==> src/rtl/usb_pkg.sv <==
`default_nettype none
//==============================================================================
// Package  : usb_pkg
// Purpose  : PID constants, transaction FSM states and completion status codes
//            shared by the host transaction controller.
// Revision : 1.0  initial release
//==============================================================================
package usb_pkg;

    localparam int PID_W   = 4;
    localparam int RETRY_W = 4;

    localparam logic [PID_W-1:0] TOK_IN    = 4'b1001;
    localparam logic [PID_W-1:0] TOK_OUT   = 4'b0001;
    localparam logic [PID_W-1:0] PID_ACK   = 4'b0010;
    localparam logic [PID_W-1:0] PID_NAK   = 4'b1010;
    localparam logic [PID_W-1:0] PID_DATA0 = 4'b0011;
    localparam logic [PID_W-1:0] PID_DATA1 = 4'b1011;

    localparam logic [1:0] ST_OK      = 2'b00;
    localparam logic [1:0] ST_NAK     = 2'b01;
    localparam logic [1:0] ST_TIMEOUT = 2'b10;
    localparam logic [1:0] ST_CRC     = 2'b11;

    typedef enum logic [3:0] {
        S_IDLE      = 4'd0,
        S_TOKEN     = 4'd1,
        S_TOK_WAIT  = 4'd2,
        S_OUT_DATA  = 4'd3,
        S_WAIT_HS   = 4'd4,
        S_WAIT_DATA = 4'd5,
        S_SEND_ACK  = 4'd6,
        S_ACK_WAIT  = 4'd7,
        S_FIN       = 4'd8
    } xact_state_t;

endpackage
`default_nettype wire

==> src/rtl/usb_host_xact_ctrl_if.sv <==
`default_nettype none
//==============================================================================
// Interface: usb_host_xact_ctrl_if
// Purpose  : Request/completion handshake plus link-layer PID/EOP strobes of
//            the host transaction controller.
// Revision : 1.0  initial release
//==============================================================================
interface usb_host_xact_ctrl_if;

    logic                       start;
    logic                       dir;
    logic [6:0]                 addr;
    logic [3:0]                 endp;
    logic                       busy;
    logic                       done;
    logic [1:0]                 status;
    logic                       tx_pid_en;
    logic [usb_pkg::PID_W-1:0]  tx_pid;
    logic [6:0]                 tx_addr;
    logic [3:0]                 tx_endp;
    logic                       tx_data_on;
    logic [usb_pkg::PID_W-1:0]  data_pid;
    logic                       tx_lp_eop_en;
    logic                       rx_pid_en;
    logic [usb_pkg::PID_W-1:0]  rx_pid;
    logic                       rx_lt_eop_en;
    logic                       crc16_err;
    logic                       time_out;

    modport master (
        input  start, dir, addr, endp,
        input  tx_lp_eop_en, rx_pid_en, rx_pid, rx_lt_eop_en, crc16_err, time_out,
        output busy, done, status,
        output tx_pid_en, tx_pid, tx_addr, tx_endp, tx_data_on, data_pid
    );

    modport slave (
        output start, dir, addr, endp,
        output tx_lp_eop_en, rx_pid_en, rx_pid, rx_lt_eop_en, crc16_err, time_out,
        input  busy, done, status,
        input  tx_pid_en, tx_pid, tx_addr, tx_endp, tx_data_on, data_pid
    );

endinterface
`default_nettype wire

==> src/rtl/usb_retry_cnt.sv <==
`default_nettype none
//==============================================================================
// Module   : usb_retry_cnt
// Purpose  : Retry counter with clear, increment and exhausted flag.
// Revision : 1.0  initial release
//==============================================================================
module usb_retry_cnt
    import usb_pkg::*;
#(
    parameter int unsigned MAX_RETRY = 3
) (
    input  logic clk,
    input  logic rst_n,
    input  logic clr,
    input  logic inc,
    output logic exhausted
);

    localparam logic [RETRY_W-1:0] C_MAX = RETRY_W'(MAX_RETRY);

    logic [RETRY_W-1:0] r_cnt;

    always_ff @(posedge clk or negedge rst_n) begin
        if (!rst_n) begin
            r_cnt <= '0;
        end else if (clr) begin
            r_cnt <= '0;
        end else if (inc && (r_cnt != '1)) begin
            r_cnt <= r_cnt + 1'b1;
        end
    end

    assign exhausted = (r_cnt >= C_MAX);

endmodule
`default_nettype wire

==> src/rtl/usb_host_xact_ctrl.sv <==
`default_nettype none
//==============================================================================
// Module   : usb_host_xact_ctrl
// Purpose  : Host IN/OUT transaction initiator: token, data/handshake phase,
//            retries, DATA0/DATA1 toggles and completion status.
// Options  : USB_XACT_NAK_RETRY_EN - NAK consumes retries instead of ending.
// Revision : 1.0  initial release
//==============================================================================
module usb_host_xact_ctrl
    import usb_pkg::*;
#(
    parameter int unsigned MAX_RETRY = 3
) (
    input  logic                  clk,
    input  logic                  rst_n,
    usb_host_xact_ctrl_if.master  bus
);

    xact_state_t        r_state;
    logic               r_dir;
    logic [6:0]         r_addr;
    logic [3:0]         r_endp;
    logic               r_busy;
    logic               r_done;
    logic [1:0]         r_status;
    logic               r_tx_pid_en;
    logic [PID_W-1:0]   r_tx_pid;
    logic               r_tx_data_on;
    logic               r_tog_in;
    logic               r_tog_out;
    logic [PID_W-1:0]   r_rx_pid;
    logic               r_cnt_clr;
    logic               r_cnt_inc;

    logic               w_exhausted;
    logic               w_fail;
    logic [1:0]         w_fail_st;
    logic [PID_W-1:0]   w_exp_in_pid;

    usb_retry_cnt #(.MAX_RETRY(MAX_RETRY)) u_retry_cnt (
        .clk       (clk),
        .rst_n     (rst_n),
        .clr       (r_cnt_clr),
        .inc       (r_cnt_inc),
        .exhausted (w_exhausted)
    );

    assign w_exp_in_pid = r_tog_in ? PID_DATA1 : PID_DATA0;

    // Failed-attempt decode; a received PID takes precedence over a timeout.
    always_comb begin
        w_fail    = 1'b0;
        w_fail_st = ST_TIMEOUT;
        case (r_state)
            S_WAIT_HS: begin
                if (bus.rx_pid_en) begin
                    if (bus.rx_pid == PID_NAK) begin
`ifdef USB_XACT_NAK_RETRY_EN
                        w_fail    = 1'b1;
                        w_fail_st = ST_NAK;
`endif
                    end else if (bus.rx_pid != PID_ACK) begin
                        w_fail = 1'b1;
                    end
                end else if (bus.time_out) begin
                    w_fail = 1'b1;
                end
            end
            S_WAIT_DATA: begin
                if (bus.rx_pid_en) begin
`ifdef USB_XACT_NAK_RETRY_EN
                    if (bus.rx_pid == PID_NAK) begin
                        w_fail    = 1'b1;
                        w_fail_st = ST_NAK;
                    end
`endif
                end else if (bus.rx_lt_eop_en) begin
                    if (bus.crc16_err) begin
                        w_fail    = 1'b1;
                        w_fail_st = ST_CRC;
                    end
                end else if (bus.time_out) begin
                    w_fail = 1'b1;
                end
            end
            default: ;
        endcase
    end

    always_ff @(posedge clk or negedge rst_n) begin
        if (!rst_n) begin
            r_state      <= S_IDLE;
            r_dir        <= 1'b0;
            r_addr       <= '0;
            r_endp       <= '0;
            r_busy       <= 1'b0;
            r_done       <= 1'b0;
            r_status     <= ST_OK;
            r_tx_pid_en  <= 1'b0;
            r_tx_pid     <= TOK_OUT;
            r_tx_data_on <= 1'b0;
            r_tog_in     <= 1'b0;
            r_tog_out    <= 1'b0;
            r_rx_pid     <= '0;
            r_cnt_clr    <= 1'b0;
            r_cnt_inc    <= 1'b0;
        end else begin
            r_tx_pid_en <= 1'b0;
            r_done      <= 1'b0;
            r_cnt_clr   <= 1'b0;
            r_cnt_inc   <= 1'b0;
            case (r_state)
                S_IDLE: begin
                    if (bus.start) begin
                        r_dir     <= bus.dir;
                        r_addr    <= bus.addr;
                        r_endp    <= bus.endp;
                        r_busy    <= 1'b1;
                        r_cnt_clr <= 1'b1;
                        r_state   <= S_TOKEN;
                    end
                end
                S_TOKEN: begin
                    r_tx_pid_en <= 1'b1;
                    r_tx_pid    <= r_dir ? TOK_IN : TOK_OUT;
                    r_state     <= S_TOK_WAIT;
                end
                S_TOK_WAIT: begin
                    if (bus.tx_lp_eop_en) begin
                        if (r_dir) begin
                            r_state <= S_WAIT_DATA;
                        end else begin
                            r_tx_data_on <= 1'b1;
                            r_state      <= S_OUT_DATA;
                        end
                    end
                end
                S_OUT_DATA: begin
                    if (bus.tx_lp_eop_en) begin
                        r_tx_data_on <= 1'b0;
                        r_state      <= S_WAIT_HS;
                    end
                end
                S_WAIT_HS: begin
                    if (bus.rx_pid_en && (bus.rx_pid == PID_ACK)) begin
                        r_tog_out <= ~r_tog_out;
                        r_done    <= 1'b1;
                        r_busy    <= 1'b0;
                        r_status  <= ST_OK;
                        r_state   <= S_FIN;
                    end
`ifndef USB_XACT_NAK_RETRY_EN
                    else if (bus.rx_pid_en && (bus.rx_pid == PID_NAK)) begin
                        r_done   <= 1'b1;
                        r_busy   <= 1'b0;
                        r_status <= ST_NAK;
                        r_state  <= S_FIN;
                    end
`endif
                end
                S_WAIT_DATA: begin
                    if (bus.rx_pid_en) begin
                        r_rx_pid <= bus.rx_pid;
`ifndef USB_XACT_NAK_RETRY_EN
                        if (bus.rx_pid == PID_NAK) begin
                            r_done   <= 1'b1;
                            r_busy   <= 1'b0;
                            r_status <= ST_NAK;
                            r_state  <= S_FIN;
                        end
`endif
                    end else if (bus.rx_lt_eop_en && !bus.crc16_err) begin
                        // A PID not matching the toggle is a duplicate: ACK it, keep the toggle.
                        if (r_rx_pid == w_exp_in_pid) begin
                            r_tog_in <= ~r_tog_in;
                        end
                        r_state <= S_SEND_ACK;
                    end
                end
                S_SEND_ACK: begin
                    r_tx_pid_en <= 1'b1;
                    r_tx_pid    <= PID_ACK;
                    r_state     <= S_ACK_WAIT;
                end
                S_ACK_WAIT: begin
                    if (bus.tx_lp_eop_en) begin
                        r_done   <= 1'b1;
                        r_busy   <= 1'b0;
                        r_status <= ST_OK;
                        r_state  <= S_FIN;
                    end
                end
                S_FIN: begin
                    r_state <= S_IDLE;
                end
                default: begin
                    r_state <= S_IDLE;
                end
            endcase

            if (w_fail) begin
                if (w_exhausted) begin
                    r_done   <= 1'b1;
                    r_busy   <= 1'b0;
                    r_status <= w_fail_st;
                    r_state  <= S_FIN;
                end else begin
                    r_cnt_inc <= 1'b1;
                    r_state   <= S_TOKEN;
                end
            end
        end
    end

    assign bus.busy       = r_busy;
    assign bus.done       = r_done;
    assign bus.status     = r_status;
    assign bus.tx_pid_en  = r_tx_pid_en;
    assign bus.tx_pid     = r_tx_pid;
    assign bus.tx_addr    = r_addr;
    assign bus.tx_endp    = r_endp;
    assign bus.tx_data_on = r_tx_data_on;
    assign bus.data_pid   = (r_dir ? r_tog_in : r_tog_out) ? PID_DATA1 : PID_DATA0;

endmodule
`default_nettype wire

==> src/flat_wrapper.sv <==
// flat-port wrapper written by rule: the top's interface ports become plain ports
module usb_host_xact_ctrl_flat import usb_pkg::*;
#(
    parameter int unsigned MAX_RETRY = 3
)
  (clk, rst_n, bus_start, bus_dir, bus_addr, bus_endp, bus_tx_lp_eop_en, bus_rx_pid_en, bus_rx_pid, bus_rx_lt_eop_en, bus_crc16_err, bus_time_out, bus_busy, bus_done, bus_status, bus_tx_pid_en, bus_tx_pid, bus_tx_addr, bus_tx_endp, bus_tx_data_on, bus_data_pid);
  usb_host_xact_ctrl_if bus_i ();
  input  logic clk;
  input  logic rst_n;
  input wire logic [$bits(bus_i.start)-1:0] bus_start;
  input wire logic [$bits(bus_i.dir)-1:0] bus_dir;
  input wire logic [$bits(bus_i.addr)-1:0] bus_addr;
  input wire logic [$bits(bus_i.endp)-1:0] bus_endp;
  input wire logic [$bits(bus_i.tx_lp_eop_en)-1:0] bus_tx_lp_eop_en;
  input wire logic [$bits(bus_i.rx_pid_en)-1:0] bus_rx_pid_en;
  input wire logic [$bits(bus_i.rx_pid)-1:0] bus_rx_pid;
  input wire logic [$bits(bus_i.rx_lt_eop_en)-1:0] bus_rx_lt_eop_en;
  input wire logic [$bits(bus_i.crc16_err)-1:0] bus_crc16_err;
  input wire logic [$bits(bus_i.time_out)-1:0] bus_time_out;
  output wire logic [$bits(bus_i.busy)-1:0] bus_busy;
  output wire logic [$bits(bus_i.done)-1:0] bus_done;
  output wire logic [$bits(bus_i.status)-1:0] bus_status;
  output wire logic [$bits(bus_i.tx_pid_en)-1:0] bus_tx_pid_en;
  output wire logic [$bits(bus_i.tx_pid)-1:0] bus_tx_pid;
  output wire logic [$bits(bus_i.tx_addr)-1:0] bus_tx_addr;
  output wire logic [$bits(bus_i.tx_endp)-1:0] bus_tx_endp;
  output wire logic [$bits(bus_i.tx_data_on)-1:0] bus_tx_data_on;
  output wire logic [$bits(bus_i.data_pid)-1:0] bus_data_pid;
  assign bus_i.start = bus_start;
  assign bus_i.dir = bus_dir;
  assign bus_i.addr = bus_addr;
  assign bus_i.endp = bus_endp;
  assign bus_i.tx_lp_eop_en = bus_tx_lp_eop_en;
  assign bus_i.rx_pid_en = bus_rx_pid_en;
  assign bus_i.rx_pid = bus_rx_pid;
  assign bus_i.rx_lt_eop_en = bus_rx_lt_eop_en;
  assign bus_i.crc16_err = bus_crc16_err;
  assign bus_i.time_out = bus_time_out;
  assign bus_busy = bus_i.busy;
  assign bus_done = bus_i.done;
  assign bus_status = bus_i.status;
  assign bus_tx_pid_en = bus_i.tx_pid_en;
  assign bus_tx_pid = bus_i.tx_pid;
  assign bus_tx_addr = bus_i.tx_addr;
  assign bus_tx_endp = bus_i.tx_endp;
  assign bus_tx_data_on = bus_i.tx_data_on;
  assign bus_data_pid = bus_i.data_pid;
  usb_host_xact_ctrl #(.MAX_RETRY(MAX_RETRY)) u_core (.clk(clk), .rst_n(rst_n), .bus(bus_i));
endmodule
==> config.mk <==
export PLATFORM = sky130hd
export DESIGN_NAME = usb_host_xact_ctrl_flat
export DESIGN_NICKNAME = d
export VERILOG_FILES = /design/src/rtl/usb_pkg.sv /design/src/rtl/usb_host_xact_ctrl_if.sv /design/src/rtl/usb_retry_cnt.sv /design/src/rtl/usb_host_xact_ctrl.sv /design/src/flat_wrapper.sv
export SDC_FILE = /design/constraint.sdc
export NUM_CORES = 1
export LEC_CHECK = 0
export ABC_AREA = 1
export BUFFER_PORTS_ARGS = -buffer_cell sky130_fd_sc_hd__buf_2
export CAP_MARGIN = 15
export CORE_MARGIN = 2
export CORE_UTILIZATION = 56
export DETAILED_ROUTE_END_ITERATION = 7
export PLACE_DENSITY = 0.8
export SLEW_MARGIN = 20
export SYNTH_ARGS = -nofsm -noshare
export SYNTH_HDL_FRONTEND = slang
export SYNTH_SLANG_ARGS = --single-unit
==> constraint.sdc <==
create_clock -name clk -period 2.4 [get_ports clk]
set_clock_uncertainty 0.15 [all_clocks]
set_input_delay 0.24 -clock clk [delete_from_list [all_inputs] [get_ports clk]]
set_output_delay 0.24 -clock clk [all_outputs]
set_load 0.01 [all_outputs]
==> results_dict.tcl, run 1 <==
set metrics [dict create \
    status "finished, final reports clean" \
    ios 49 \
    routedWlPerCell_um 11.7 \
    routed_wl_um 3980 \
    final_util 0.738 \
    netlist_instances 235 \
    ir_worst_vdd_v 0.000591 \
    total_leakage_power_nw 1.29 \
    antenna_cells 0 \
    cp-start-kind "register" \
    cp.arrival_ps 1760 \
    start_util 0.597 \
    ys_seq_area_frac 0.504 \
    crit_type "reg2reg" \
    numCtsBuffers 5 \
    insertion_delay_ps 340 \
    num-nets-final 321 \
    place_congestion 0.934 \
    drive_above_1_share 0.240 \
    drc 0 \
    rsz0062_at_grt "no" \
    post-dp-hpwl_um 2890 \
    crit_fanout 12 \
    fp-row-count 20 \
    synth_top_cell_by_area "dfrtp_1" \
    hold_viol 0 \
    routed_via_density 4.92 \
    grt_max_degree 38 \
    grt_pass1_vias 1476 \
    ctsHtreeMaxLevel 2 \
    antenna_left 0 \
    areaGrowthSynthToFinish_pct 23.6 \
    grt.overflow.total 0 \
    fmax_mhz 615 \
    design.core.area_um2 3080 \
    via_count 1674 \
    cellPowerDensity_nw_per_um2 1060 \
    die_area_um2 3760 \
    netlist.area_leader.share 0.490 \
    ctsResizeCount 0 \
    track_usage 0.235 \
    drv_slew 0 \
    hold_class "in2reg" \
    setup_tns_ps 0 \
    cp.required_ps 2540 \
    fp.dieW_um 61.3 \
    synth.distinct_cells 28 \
    ys_warn_count 0 \
    cap_violations 0 \
    relSlewSlack 0.465 \
    cts-root-buf "clkbuf_4" \
    cts_tree "yes" \
    fin_crit_ps 1630 \
    end_kind "register" \
    ys_seq_elements 37 \
    worstMarginPinSlew_ps 802 \
    port_buffers 44 \
    cts_sinks 37 \
    grt_antenna_before_repair 0 \
    drt_first_pass_iters 4 \
    avgSynthCellArea_um2 7.82 \
    clk_pin_slew_ps 100 \
    clockBufferDepth 2 \
    die_y_um 61.3 \
    drtIter0Drc 61 \
    netlist_top_cells_area "dfrtp_1 (49%), nand2_1 (18%), inv_1 (4.9%)" \
    netlist_area_um2 1840 \
    fin_crit_sh 0.678 \
    finalSetupViolCount 0 \
    grt_pass1_wl_um 6340 \
]
==> worst max-delay path, cell delays in order, from the launching register on <==
cell     delay, ps
dfrtp_1        450
nor2_2         260
inv_1          110
nor3_4         220
buf_4          240
nand2_1         60
nand2_1         80
==> metrics by stage <==
step | cells | setup WS (ps) | hold WS (ps) | area, um^2 | power [mW]
after floorplan | 237 | 916 | -206 | 1850 | 1.73
after global routing | 340 | 645 | 21.3 | 2270 | 2.62
after CTS | 340 | 764 | 18.4 | 2270 | 2.42
after detailed placement | 320 | 786 | 224 | 2090 | 2.07
final | 340 | 773 | 17.3 | 2270 | 2.41
after global placement | 320 | 804 | 221 | 2090 | 2.05
==> registers in the layout, indices dropped and copies added (netlist names), 2 cells and up <==
name                      flops
u_core.bus.status             2
u_core.r_rx_pid               4
u_core.r_state                4
u_core.u_retry_cnt.r_cnt      4
u_core.bus.tx_endp            4
u_core.bus.tx_addr            7
u_core.bus.tx_pid             3
==> layout make-up <==
type | instances | area [um^2]
clock buffer | 7 | 55.1
fill | 266 | 807
inverter | 31 | 116
multi-input combinational | 163 | 759
sequential | 37 | 927
tap | 44 | 55.1
timing repair buffer | 58 | 358
==> synthesized netlist by cell type <==
| master | n |
|---|---|
| a21oi_1 | 3 |
| a31oi_1 | 1 |
| nand4_1 | 5 |
| o22a_1 | 1 |
| xnor2_1 | 1 |
| nand2_2 | 4 |
| dfstp_2 | 1 |
| clkinv_1 | 1 |
| o211ai_1 | 1 |
| inv_1 | 24 |
| o21bai_1 | 1 |
| ha_1 | 1 |
| nor2_4 | 2 |
| nand3_2 | 1 |
| o21ai_0 | 11 |
| buf_4 | 5 |
| conb_1 | 2 |
| nor3_1 | 4 |
| nor2_1 | 18 |
| nor3_4 | 1 |
| dfrtp_1 | 36 |
| buf_2 | 1 |
| nand3_1 | 11 |
| nand3_4 | 1 |
| inv_2 | 6 |
| nand2_1 | 86 |
| nor2_2 | 4 |
| o21ai_1 | 2 |
==> where the power goes <==
group	total, mW	switching [mW]	internal [mW]
combinational	1.02	0.638	0.387
clock	0.328	0.190	0.138
sequential	1.06	0.179	0.877
total	2.41	1.01	1.40
==> metal layers <==
metal	vias up	routed length (um)	track usage
li1	849	-	-
met1	771	1780	0.317
met2	47	1930	0.371
met3	7	199	0.0735
met4	0	58	0.0652
met5	-	0	0
==> final timing paths <==
kind / depth (start not counted) / slack [ps] / to / from
setup / recovery: 6 / 770 / u_core.bus.tx_addr[2]$_DFFE_PN0P_ / u_core.r_state[2]$_DFFE_PN0P_
hold / removal: 3 / 20 / u_core.r_rx_pid[0]$_DFFE_PN0P_ / bus_rx_pid[0]
setup reg to reg: 6 / 770 / u_core.bus.tx_addr[2]$_DFFE_PN0P_ / u_core.r_state[2]$_DFFE_PN0P_
hold reg to reg: 2 / 320 / u_core.bus.tx_pid[1]$_DFFE_PN0P_ / u_core.bus.tx_pid[1]$_DFFE_PN0P_
max in group asynchronous: 2 / 1230 / u_core.bus.done$_DFF_PN0_ / rst_n
min in group asynchronous: 2 / 360 / u_core.r_rx_pid[0]$_DFFE_PN0P_ / rst_n
==> kinds of logic after synthesis <==
| kind of cell | synth area share |
|---|---|
| and+or+nand+nor | 0.334 |
| other | 0.00409 |
| xor gates and xnor gates | 0.00477 |
| adders and majority gates | 0.00681 |
| AOI/OAI and AO/OA | 0.0599 |
| DFF | 0.504 |
| buffers and inverters | 0.0865 |
==> placed cells by master (no fill, tap or decap), types with 2 or more instances in the layout <==
cell type      synthesis  routed
clkbuf_4               0       5
dfrtp_1               36      36
o21ai_0               11      11
nand2_1               86      86
nand3_1               11      11
nand4_1                5       5
dlygate4sd3_1          0      13
conb_1                 2       4
nor3_1                 4       4
nor2_2                 4       4
nand2_2                4       4
a21oi_1                3       3
nor2_4                 2       2
buf_2                  1      44
nor2_1                18      18
o21ai_1                2       2
inv_1                 24      24
inv_2                  6       6
==> timing repair <==
action | 4_1_cts | 5_1_grt
setup buffers | 0 | 0
hold endpoints to repair | 48 | 0
hold buffers | 13 | 0
Power figures use the tool's default switching activity.
==> run 2: changes to the inputs <==
--- a/config.mk
+++ b/config.mk
@@ -9,9 +9,9 @@
 export BUFFER_PORTS_ARGS = -buffer_cell sky130_fd_sc_hd__buf_2
 export CAP_MARGIN = 15
 export CORE_MARGIN = 2
-export CORE_UTILIZATION = 56
+export CORE_UTILIZATION = 52
 export DETAILED_ROUTE_END_ITERATION = 7
-export PLACE_DENSITY = 0.8
+export PLACE_DENSITY = 0.75
 export SLEW_MARGIN = 20
 export SYNTH_ARGS = -nofsm -noshare
 export SYNTH_HDL_FRONTEND = slang
==> constraint.sdc (replaced) <==
create_clock -name clk -period 1.7 [get_ports clk]
set_clock_uncertainty 0.15 [all_clocks]
set_input_delay 0.17 -clock clk [delete_from_list [all_inputs] [get_ports clk]]
set_output_delay 0.17 -clock clk [all_outputs]
set_load 0.01 [all_outputs]
==> run 2 against run 1 <==
Effect of this change:
- utilization decreased by 2.8 points
- power increased by 45%
- largest power group is now combinational logic
- critical path type unchanged
- combinational power increased by 49%
- via count increased by 1.6%
- worst setup slack got worse by 650 ps
- sequential share of layout area decreased by 1.8 points
- routed wire length decreased by 1.1%
- final cell count increased by 3.5%
- highest routed layer unchanged
- global-route usage decreased by 1.4 points
- largest cell class unchanged
- die area increased by 7.2%
==> results_dict.tcl, run 2 (synthesis gave the netlist of run 1 again) <==
set metrics [dict create \
    status "finished, final reports clean" \
    grt_max_degree 38 \
    routed_wl_um 3930 \
    start_util 0.547 \
    port_buffers 44 \
    hold_class "in2reg" \
    insertion_delay_ps 340 \
    cp-start-kind "register" \
    cp.required_ps 1790 \
    place_congestion 0.933 \
    wl_met2_um 1940 \
    clk_pin_slew_ps 110 \
    end_kind "register" \
    cts-root-buf "clkbuf_4" \
    grt_pass1_wl_um 6890 \
    hold_viol 0 \
    grt_antenna_before_repair 0 \
    post-dp-hpwl_um 2820 \
    num-nets-final 330 \
    finalPower_mw 3.49 \
    largest_reg_flops 7 \
    final_util 0.710 \
    areaGrowthSynthToFinish_pct 29.9 \
    antenna_cells 0 \
    cellPowerDensity_nw_per_um2 1460 \
    fp-row-count 21 \
    ir_worst_vdd_v 0.000832 \
    grt.overflow.total 0 \
    cts_sinks 37 \
    die_y_um 63.5 \
    grt_pass1_vias 1586 \
    ios 49 \
    setup_tns_ps 0 \
    clockBufferDepth 2 \
    routed_via_density 4.83 \
    setup_slack_ps 121 \
    crit_type "reg2reg" \
    fmax_mhz 633 \
    finalSetupViolCount 0 \
    antenna_left 0 \
    wl_met1_um 1740 \
    track_usage 0.222 \
    routedWlPerCell_um 11.2 \
    fin_crit_ps 1580 \
    top_layer_used "met4" \
    drt_first_pass_iters 4 \
    drive_above_1_share 0.271 \
    drtIter0Drc 106 \
    worstRegToRegCells 10 \
    crit_fanout 7 \
    whs_ps 7.03 \
    cp.arrival_ps 1670 \
    numCtsBuffers 5 \
    min_path_cells 3 \
    post-place-ws_ps 68.9 \
    cts_tree "yes" \
    drv_slew 0 \
    drc 0 \
    via_count 1700 \
    fp.dieW_um 63.5 \
    cap_violations 0 \
    die_area_um2 4030 \
    ctsHtreeMaxLevel 2 \
    final_common_cell "nand2_1" \
    final_cell_mix "nand2_1 (85), buf_2 (44), dfrtp_1 (33), inv_1 (24), dlygate4sd3_1 (18)" \
    total_leakage_power_nw 1.33 \
    design.core.area_um2 3360 \
    fin_crit_sh 0.929 \
    met3_length_um 185 \
]
run 2: changes by cell type in the layout (fill, tap and decap cells not counted), sizes merged:
| cell | delta |
|---|---|
| buf | +4 |
| dlygate4sd3 | +5 |
| clkinvlp | +1 |
run 2: layout make-up:
type                            count  area [um^2]
Inverter                           31          116
Timing Repair Buffer               67          438
Multi-Input combinational cell    163          782
Sequential cell                    37          931
Fill cell                         304          976
Clock inverter                      1         7.51
Tap cell                           46         57.6
Clock buffer                        7         55.1
run 2: repair_timing:
| action | in CTS | in global routing |
|---|---|---|
| hold buffers | 18 | 0 |
| endpoints found under the hold margin | 52 | 0 |
| resized for setup | 0 | 9 |
| buffers inserted | 0 | 2 |
| setup endpoints to repair | 0 | 11 |
run 2: metrics by stage:
step | cells | area (um^2)
floorplan | 237 | 1850
global placement | 324 | 2100
detailed placement | 324 | 2100
CTS | 350 | 2350
global route | 352 | 2390
finish | 352 | 2390
run 2: final timing paths:
check                                                 start                          endpoint  slack, ps
min reg2reg                u_core.bus.tx_pid[0]$_DFFE_PN1P_  u_core.bus.tx_pid[0]$_DFFE_PN1P_        320
max reg2reg                   u_core.r_state[1]$_DFFE_PN0P_     u_core.r_state[0]$_DFFE_PN0P_        120
max                           u_core.r_state[1]$_DFFE_PN0P_     u_core.r_state[0]$_DFFE_PN0P_        120
min                                           bus_rx_pid[3]    u_core.r_rx_pid[3]$_DFFE_PN0P_          7
min in group asynchronous                             rst_n    u_core.r_rx_pid[1]$_DFFE_PN0P_        220
max in group asynchronous                             rst_n  u_core.bus.tx_pid[0]$_DFFE_PN1P_        820
run 2: where the power goes:
part	switching, mW	internal (mW)	total, mW
combinational	0.926	0.590	1.52
clock	0.283	0.202	0.485
sequential	0.241	1.24	1.48
run 2: metal layers:
metal  track usage  vias up
met5             0        -
met4        0.0815        0
met3        0.0536        7
met2         0.370       42
met1         0.280      782
li1              -      869
run 2: critical path, cell delays in order (launching register included):
cell	delay [ps]
dfrtp_2	480
inv_2	100
nand2_2	90
nor2_2	140
nand2_1	100
nand2_1	80
nor2_2	40
nand2_1	110
nand2_1	80
nand2_1	60
nand2_1	40
==> run 3: changes to the inputs <==
--- a/config.mk
+++ b/config.mk
@@ -8,6 +8,7 @@
 export ABC_AREA = 1
 export BUFFER_PORTS_ARGS = -buffer_cell sky130_fd_sc_hd__buf_2
 export CAP_MARGIN = 15
+export CORE_ASPECT_RATIO = 1.75
 export CORE_MARGIN = 2
 export CORE_UTILIZATION = 52
 export DETAILED_ROUTE_END_ITERATION = 7
==> run 3 against run 2 <==
Effect of this change:
- global-route usage up 0.51 points
- count of clock-buffer cells in the layout down 2
- clock power up 15%
- register-to-register slack about the same
- worst setup slack better by 9.2 ps
- via count down 0.82%
- first-iteration DRC count down 80%
- hold slack worse by 3.2 ps
- fmax up 0.59%
- flip-flop and latch count unchanged
- die area up 0.47%
- sequential share of layout area up 0.66 points
- critical path type unchanged
- critical endpoint is now u_core.r_state[1]$_DFFE_PN0P_
- highest routed layer unchanged
==> results_dict.tcl, run 3 (synthesis gave the netlist of run 1 again) <==
set metrics [dict create \
    drive_above_1_share 0.277 \
    dp.cells 324 \
    drtIter0Drc 21 \
    routed_wl_um 4180 \
    clockBufferDepth 2 \
    gr-usage-met2 0.422 \
    fp.dieW_um 48.9 \
    cellPowerDensity_nw_per_um2 1510 \
    crit_type "reg2reg" \
    cp_cell_sequence "inv_2, nand2_2, nor2_2, nand2_1, nand2_1, nor2_2, nand2_1, nand2_1, nand2_1, nand2_1" \
    setup_tns_ps 0 \
    die_y_um 82.7 \
    post-dp-hpwl_um 3050 \
    critPathTopFamily "simple AND/OR/NAND/NOR gates" \
    grt.overflow.total 0 \
    areaGrowthSynthToFinish_pct 27.9 \
    antenna_cells 0 \
    slowest_delay_ps 450 \
    cp-start-kind "register" \
    port_buffers 44 \
    cp.arrival_ps 1600 \
    ir_worst_vdd_v 0.000980 \
    ctsHtreeMaxLevel 2 \
    design_area_um2 2350 \
    placed_area_um2 2110 \
    grt_antenna_before_repair 0 \
    cp.required_ps 1730 \
    insertion_delay_ps 290 \
    fill_cells 298 \
    track_usage 0.227 \
    fin_crit_ps 1570 \
    fin_crit_sh 0.923 \
    cts_sinks 37 \
    hold_viol 0 \
    cts-root-buf "clkbuf_8" \
    largest_reg_flops 7 \
    clk_pin_slew_ps 70 \
    num-nets-final 326 \
    fp-row-count 28 \
    status "finished, final reports clean" \
    gr-usage-met3 0.0558 \
    numCtsBuffers 5 \
    finalSetupViolCount 0 \
    crit_fanout 5 \
    whs_ps 3.83 \
    start_util 0.541 \
    grt_pass1_vias 1659 \
    finalNonFillerCells 345 \
    fmax_mhz 637 \
    cts_tree "yes" \
    final_cell_mix "nand2_1 (86), buf_2 (44), dfrtp_1 (32), inv_1 (23), nor2_1 (16)" \
    cp_common_cell "nand2_1" \
    final_util 0.692 \
    multiInputGateArea_um2 777 \
    place_congestion 0.855 \
    design.core.area_um2 3400 \
    via_count 1686 \
    use_met1 0.240 \
    drc 0 \
    antenna_left 0 \
    critPathSlowestCell "dfrtp_2" \
    cap_violations 0 \
    drt_first_pass_iters 4 \
    hold_class "in2reg" \
    final_common_cell "nand2_1" \
    routedWlPerCell_um 12.1 \
    total_leakage_power_nw 1.31 \
    busiest_layer "met2" \
    ios 49 \
    die_area_um2 4040 \
    rsz0062_at_grt "no" \
    routed_via_density 4.89 \
    end_kind "register" \
    grt_pass1_wl_um 6940 \
    drv_slew 0 \
    path_buf_inv 1 \
    seq_area_um2 932 \
    grt_max_degree 38 \
]
run 3: cell type report:
cell class | count | share of cell area
timing repair buffer | 63 | 0.168
sequential | 37 | 0.396
inverter | 31 | 0.0495
clock buffer | 5 | 0.0293
tap | 45 | 0.0239
clock inverter | 1 | 0.00213
multi-input combinational | 163 | 0.330
run 3: report_power, final:
part	total, mW	switching [mW]	leakage, nW	internal (mW)
clock network	0.560	0.290	0.0399	0.269
logic	1.49	0.912	0.804	0.579
registers	1.51	0.260	0.471	1.25
total	3.56	1.46	1.31	2.10
run 3: what timing repair did:
| action | CTS | global route |
|---|---|---|
| gates resized for setup | 0 | 9 |
| buffers inserted | 0 | 2 |
| endpoints found under the hold margin | 48 | 0 |
| endpoints found under the setup margin | 0 | 4 |
| hold buffers | 13 | 0 |
run 3: per-layer routing:
layer	wire length, um	vias to the layer above
li1	-	855
met1	1610	775
met2	2280	44
met3	180	12
met4	110	0
met5	0	-
run 3: path summary, 6_finish.rpt:
path                                                   from  slack, ps                               end  depth (start not counted)
min in group asynchronous                             rst_n        290    u_core.r_rx_pid[1]$_DFFE_PN0P_                          3
hold / removal                             bus_rx_lt_eop_en          4    u_core.bus.status[0]$_DFF_PN0_                          3
hold reg to reg            u_core.bus.tx_pid[0]$_DFFE_PN1P_        310  u_core.bus.tx_pid[0]$_DFFE_PN1P_                          2
setup / recovery              u_core.r_state[0]$_DFFE_PN0P_        130     u_core.r_state[1]$_DFFE_PN0P_                         10
setup reg to reg              u_core.r_state[0]$_DFFE_PN0P_        130     u_core.r_state[1]$_DFFE_PN0P_                         10
max in group asynchronous                             rst_n        750  u_core.bus.tx_pid[0]$_DFFE_PN1P_                          3
run 3: through the flow:
stage	power (mW)	worst slack [ps]
after CTS	3.54	84.0
after global routing	3.86	11.1
after global placement	2.92	101
after detailed placement	2.95	96.5
final	3.56	130
after floorplan	2.44	216
run 3: worst min-delay path: cells and delay by family:
kind                   cells  cell delay (ps)
buffers and inverters      1              120
AND/OR/NAND/NOR            2              130
